`src/rtl/locked_key_pkg.sv`:
```
// Shared types and helpers for the locked-netlist key loader.
package locked_key_pkg;
    typedef enum logic [1:0] {IDLE, SHIFT, PARITY, LOCKOUT} state_t;

    localparam int DEF_KEY_WIDTH = 4;
    localparam int DEF_MAX_FAILS = 3;

    // Even parity over a key zero-extended to 64 bits.
    function automatic logic even_parity(input logic [63:0] v);
        return ^v;
    endfunction
endpackage

```
`src/rtl/key_shift_reg.sv`:
```
// Key staging register: indexed bit write, synchronous clear, parallel read.
module key_shift_reg #(
    parameter int WIDTH = 4,
    parameter int IDX_W = (WIDTH > 1) ? $clog2(WIDTH) : 1
) (
    input  logic             clk,
    input  logic             rst,
    input  logic             clr,
    input  logic             wr_en,
    input  logic [IDX_W-1:0] idx,
    input  logic             din,
    output logic [WIDTH-1:0] q
);
    always_ff @(posedge clk or posedge rst) begin
        if (rst)        q      <= '0;
        else if (clr)   q      <= '0;
        else if (wr_en) q[idx] <= din;
    end
endmodule

```
`src/rtl/locked_key_loader.sv`:
```
// Serial key loader with even-parity check and failure lockout for a logic-locked core.
module locked_key_loader
    import locked_key_pkg::*;
#(
    parameter int KEY_WIDTH = DEF_KEY_WIDTH,
    parameter int MAX_FAILS = DEF_MAX_FAILS
) (
    input  logic                 clk,
    input  logic                 rst,
    input  logic                 load_start,
    input  logic                 load_abort,
    input  logic                 ser_valid,
    input  logic                 ser_data,
    output logic                 ser_ready,
    output logic [KEY_WIDTH-1:0] key_out,
    output logic                 key_valid,
    output logic                 busy,
    output logic                 err,
    output logic                 locked_out
);
    localparam int CNT_W  = (KEY_WIDTH > 1) ? $clog2(KEY_WIDTH) : 1;
    localparam int FAIL_W = (MAX_FAILS > 0) ? $clog2(MAX_FAILS + 1) : 1;

    state_t               state, state_d;
    logic [CNT_W-1:0]     count;
    logic [FAIL_W-1:0]    fail_cnt;
    logic [FAIL_W-1:0]    fail_next;
    logic [KEY_WIDTH-1:0] shreg;
    logic                 transfer, par;
    logic                 do_start, do_write, do_accept, do_fail, to_lock;

    key_shift_reg #(.WIDTH(KEY_WIDTH), .IDX_W(CNT_W)) u_sr (
        .clk   (clk),
        .rst   (rst),
        .clr   (do_start),
        .wr_en (do_write),
        .idx   (count),
        .din   (ser_data),
        .q     (shreg)
    );

    assign ser_ready = (state == SHIFT) || (state == PARITY);
    assign transfer  = ser_valid && ser_ready;
    assign par       = even_parity(64'(shreg));
    assign fail_next = fail_cnt + FAIL_W'(1);
    assign to_lock   = (fail_next == FAIL_W'(MAX_FAILS));

    always_ff @(posedge clk or posedge rst) begin
        if (rst) state <= IDLE;
        else     state <= state_d;
    end

    // Abort outranks a same-cycle transfer; a failure lands in LOCKOUT on the MAX_FAILS-th miss.
    always_comb begin
        state_d   = state;
        do_start  = 1'b0;
        do_write  = 1'b0;
        do_accept = 1'b0;
        do_fail   = 1'b0;
        case (state)
            IDLE: if (load_start) begin
                do_start = 1'b1;
                state_d  = SHIFT;
            end
            SHIFT: begin
                if (load_abort) do_fail = 1'b1;
                else if (transfer) begin
                    do_write = 1'b1;
                    if (count == CNT_W'(KEY_WIDTH - 1)) state_d = PARITY;
                end
            end
            PARITY: begin
                if (load_abort) do_fail = 1'b1;
                else if (transfer) begin
                    if (ser_data == par) begin
                        do_accept = 1'b1;
                        state_d   = IDLE;
                    end else begin
                        do_fail = 1'b1;
                    end
                end
            end
            default: state_d = LOCKOUT;
        endcase
        if (do_fail) state_d = to_lock ? LOCKOUT : IDLE;
    end

    always_ff @(posedge clk or posedge rst) begin
        if (rst) begin
            count      <= '0;
            fail_cnt   <= '0;
            key_out    <= '0;
            key_valid  <= 1'b0;
            busy       <= 1'b0;
            err        <= 1'b0;
            locked_out <= 1'b0;
        end else begin
            if (do_start) begin
                count     <= '0;
                key_out   <= '0;
                key_valid <= 1'b0;
                err       <= 1'b0;
                busy      <= 1'b1;
            end
            if (do_write) count <= count + CNT_W'(1);
            if (do_accept) begin
                key_out   <= shreg;
                key_valid <= 1'b1;
                fail_cnt  <= '0;
                busy      <= 1'b0;
            end
            if (do_fail) begin
                err      <= 1'b1;
                busy     <= 1'b0;
                fail_cnt <= fail_next;
                if (to_lock) locked_out <= 1'b1;
            end
        end
    end
endmodule

```
`config.mk`:
```
export PLATFORM = sky130hd
export DESIGN_NAME = locked_key_loader
export DESIGN_NICKNAME = d
export VERILOG_FILES = /design/src/rtl/locked_key_pkg.sv /design/src/rtl/key_shift_reg.sv /design/src/rtl/locked_key_loader.sv
export SDC_FILE = /design/constraint.sdc
export NUM_CORES = 1
export LEC_CHECK = 0
export CORE_MARGIN = 3
export CORE_UTILIZATION = 47
export CTS_CLUSTER_DIAMETER = 30
export DETAILED_ROUTE_END_ITERATION = 10
export MAX_ROUTING_LAYER = met4
export PLACE_DENSITY = 0.66
export SYNTH_ARGS = -nofsm -noshare
export SYNTH_HDL_FRONTEND = slang
export SYNTH_SLANG_ARGS = --single-unit
```
`constraint.sdc`:
```
create_clock -name clk -period 4.7 [get_ports clk]
set_input_delay 1.41 -clock clk [delete_from_list [all_inputs] [get_ports clk]]
set_output_delay 1.41 -clock clk [all_outputs]
set_load 0.005 [all_outputs]
```
# Word-level counts from Yosys, hierarchy flattened
# Index checks and enable logic that the tools add are counted.
[totals]
wordCells = 78
in_bits = 6
out_inout_bits = 9
regBits = 18
[op_classes]
eq_ne = 12
order_cmp = 2
n_reduce_logical = 12
mux = 41
n_addsub = 2
[op_table]
columns = ["cell", "count"]
rows = [
  ["$reduce_xor 64->1", 1],
  ["$mux 2", 13],
  ["$mux 1", 20],
  ["$mux 4", 4],
  ["$ne 3x3->1 const B", 5],
  ["$reduce_bool 2->1", 4],
  ["$reduce_and 7->1", 1],
  ["$eq 2x2->1 const B", 3],
  ["$ne 3x2->1 const B", 2],
  ["$pmux 2 s3", 1],
  ["$add 2x1->2 const B", 2],
  ["$bwmux 4", 1],
  ["$lt 2x3->1 const B", 1],
  ["$reduce_bool 3->1", 1],
  ["$demux 1 s2", 1],
  ["$eq 2x1->1 const B", 1],
  ["$ge 2x1->1 const B", 1],
  ["$logic_and 1x1->1", 2],
  ["$logic_not 2->1", 1],
  ["$pmux 1 s2", 1],
  ["$reduce_and 2->1", 1],
  ["$eq 1x1->1", 1],
  ["$logic_or 1x1->1", 1],
]

# Logic depth before layout (Yosys ltp)
[logic_depth]
word_depth = 8
mapped_depth = 7

# Hierarchy
# Synthesis repeated with hierarchy kept, for this count alone.
[unflattened]
cells_unflattened = 93
area_unflattened_um2 = 979.7
[by_module_without_submodules]
columns = ["mod", "area_each_um2", "seq_area_each_um2", "n_inst", "cells_per_inst"]
rows = [
  ["locked_key_loader", 772.0, 350.3, 1, 75],
  ["key_shift_reg", 207.7, 100.1, 1, 18],
]

# Worst setup path before layout
# No wires, ideal clock.
[synth_path]
path_type = "input to register"
start = "in ser_data"
end = "reg state[0]"
setup_ps = 120
path_buffers = 0
stages = 4
slack_ps = 1938
required_ps = 4580
arrival_time_ps = 2642
path_cell_list = "xnor3_2 and3_4 or4_1 o211a_1"
[synth_via]
elab_chain_len = 7
[synth_lines]
columns = ["element", "line_no", "text"]
rows = [
  ["start, declared", "locked_key_loader.sv:13", "input logic ser_data,"],
  ["$eq 1x1->1 (*)", "locked_key_loader.sv:75", "if (ser_data == par) begin"],
  ["$mux 1", "locked_key_loader.sv:75", ""],
  ["$mux 1", "locked_key_loader.sv:74", "else if (transfer) begin"],
  ["$mux 1", "locked_key_loader.sv:73", "if (load_abort) do_fail = 1'b1;"],
  ["$pmux 1 s2", "locked_key_loader.sv:60", "case (state)"],
  ["$ne 3x2->1 (no source line) / $ne 3x3->1 (equally long branches)", "-", ""],
  ["$reduce_and 7->1 (no source line)", "-", ""],
  ["end signal, assigned", "locked_key_loader.sv:50", "else state <= state_d;"],
  ["end, declared", "locked_key_loader.sv:24", "state_t state, state_d;"],
]
# Mark *: on every way between the ends. The rest lies on a longest branch, timed or not.
# A chain may end at the register's enable or synchronous reset.

# Worst setup path after layout
[layout_path]
start = "reg state[1]"
end = "out ser_ready"
[layout_via]
elab_chain_len = 2
[layout_lines]
columns = ["element", "line_no", "text"]
rows = [
  ["$eq 2x1->1 / $eq 2x2->1 (equally long branches)", "locked_key_loader.sv:42", "assign ser_ready = (state == SHIFT) || (state == PARITY);"],
  ["$logic_or 1x1->1 (*)", "locked_key_loader.sv:42", ""],
  ["end, declared", "locked_key_loader.sv:14", "output logic ser_ready,"],
]
# Marked as above.

==> metrics.md <==
| Metric | Value |
|---|---|
| Top_reg_cell synth | dfrtp_1 |
| Pre-antenna DRT Iters | 4 |
| Resized cells post-CTS | 0 |
| Vias in the first global route | 779 |
| Yosys top cell by area | dfrtp_1 |
| Initial Util | 51.8% |
| Final setup viols | 0 |
| Fin crit period | 3.18 ns |
| CTS tree | built |
| Yosys top cell area share | 42.2% |
| Global-route wire length before repair | 3660 µm |
| Netlist Area Pre-Place | 1070 µm² |
| Clock slew at reported path FFs | 0.11 ns |
| CTS Buf Count | 3 |
| Chip Width | 53.7 µm |
| YS warnings | 0 |
| Synth area leaders | dfrtp_1, ha_1, nand2_1 |
| DRC | 0 |
| Die Area | 2880 µm² |
| Cell Chain, Critical Path | inv_1 > ha_1 > clkdlybuf4s50_1 |
| Via total after detailed routing | 835 |
| Total GRT Usage | 18.4% |
| Hold buffer count at CTS | 0 |
| # Post-CTS Setup Buffers | 0 |
| Worst path slowest cell | clkdlybuf4s50_1 |
| Outcome | completed |
| Most frequent cells in the layout | nand2_1, dfrtp_1, clkdlybuf4s50_1 |
| Grt total ovfl | 0 |
| Number of enable flip-flop cells after synthesis | 0 |
| CTS Sinks | 18 |
| Startpoint types | flop |
| Class of the most critical setup path | reg2out |
| CP peak stage delay | 0.54 ns |
| Post-Synthesis Net Count | 126 |
| Layout area overhead | 19.0% |
| Clk buf depth | 2 |
| WL per Instance | 13.7 µm |
| Final cell count without fillers | 154 |
| Final Hold Fails | 0 |
| Post-Route WL | 2100 µm |
| Sequential area share after synthesis | 42.2% |
| Vias per Instance | 5.42 |
| Worst hold stages | 1 |
| WP data required | 3.29 ns |
| N_diodes | 0 |
| Mapped Cells | 111 |
| Design Area, Final | 1270 µm² |
| Max-slew violations | 0 |
| R2r worst-path depth | 6 |
| Fin crit share | 67.6% |
| Post-route setup TNS | 0 ns |
| Chip height | 53.7 µm |
| Maximum VDD drop | 0.000313 V |
| Worst-Margin Slew | 0.707 ns |
| Core area | 2060 µm² |
| CTS H-tree lvls | 1 |
| DP Area | 1230 µm² |
| Setup repair after global routing missed its margin | false |
| Post-route ant nets | 0 |
| # nets final | 143 |
| Post-DP HPWL | 1600 µm |
| Routability cong. | 0.820 |
| Final Hold Slack | 0.487 ns |
| Num ports | 15 |
| Crit path DAT | 1.77 ns |
| Layout Skew | 0.00299 ns |
| Largest net degree at the start of global routing | 19 |
| Max cap viols | 0 |
| Number of core rows | 16 |
| P per Cell Area | 545 nW/µm² |
| Ys async rst share | 100% |
| Hold crit path type | reg2reg |
| Initial antenna violation count | 0 |
| Fmax | 315 MHz |
| Crit Path Max Fanout | 8 |
| Max-slew headroom | 52.8% |
| Commonest non-fill, non-tap cell in the layout | nand2_1 |
| Clk_lat worst skew | 0.29 ns |
| Yosys cell types | 35 |
| CTS root buf | clkbuf_4 |
| Crit. End Element | output port |
| DRT iter0 DRCs | 20 |
| Mean Syn Cell Area | 9.62 µm² |
| PortBufs | 14 |
| Placed insts | 150 |
| Leakage | 0.000585 µW |
| Number of synthesized register bits | 18 |
| Share of cells above drive strength 1 | 7.87% |
==> metrics by stage <==
step           worst slack [ns]  util [%]  total power, µW
6_report                   1.52      61.6              692
5_1_grt                    1.42      61.6              755
4_1_cts                    1.49      61.6              701
3_5_place_dp               1.25      59.8              599
3_3_place_gp               1.32      59.8              587
2_1_floorplan              1.94         -              479
==> per-layer routing <==
metal	wire length, µm	part of all wire (%)	global-route usage, %	vias up
li1	-	-	-	420
met1	1010	48	24.0	393
met2	979	47	28.4	22
met3	111	5.3	6.37	0
met4	0	0	2.55	0
met5	0	0	-	-
==> critical path: cells and delay by family (launching register included) <==
family / cells / cell delay (ns)
flops: 1 / 0.43
buf+inv: 2 / 0.63
fa+ha+maj: 1 / 0.41
==> path summary, 6_finish.rpt <==
path / from / slack [ns] / to
max: state[1]$_DFFE_PP0P_ / 1.52 / ser_ready
min: key_valid$_DFFE_PP0P_ / 0.49 / key_valid$_DFFE_PP0P_
max reg2reg: state[1]$_DFFE_PP0P_ / 2.57 / state[1]$_DFFE_PP0P_
min reg2reg: key_valid$_DFFE_PP0P_ / 0.49 / key_valid$_DFFE_PP0P_
max in group asynchronous: rst / 2.73 / u_sr.q[3]$_DFFE_PP0P_
min in group asynchronous: rst / 1.52 / locked_out$_DFFE_PP0P_
==> Yosys cell counts (2+ instances only) <==
cell type	instances
o211a_1	2
nand3_1	5
clkbuf_1	2
a21oi_1	5
nand2_1	21
inv_1	13
dfrtp_1	18
ha_1	9
mux2i_1	4
o21ai_0	4
o31ai_1	4
==> power breakdown <==
part           internal, µW  switching (µW)
Clock                  47.2            49.4
Sequential              204            36.3
Combinational           175             180
==> state kept, by name, summed over array words and instances, names as in the netlist <==
signal,flops
fail_cnt,2
count,2
busy,1
err,1
state,2
key_valid,1
locked_out,1
u_sr.q,4
key_out,4
==> cell type report <==
type                    instances  area, µm²
repair buffers                 14        140
well taps                      27       33.8
multi-input cells              78        561
clock buffers                   4       36.3
fillers                       175        792
inverters                      13       48.8
flip-flops and latches         18        450
==> cell families after synthesis <==
family	Yosys count	synth area share (%)
flops	18	42.2
simple gates	40	19.9
compound gates	22	14.4
buf+inv	15	5.28
fa+ha+maj	9	10.6
xor+xnor	3	3.87
mux	4	3.75
Power figures use the tool's default switching activity.
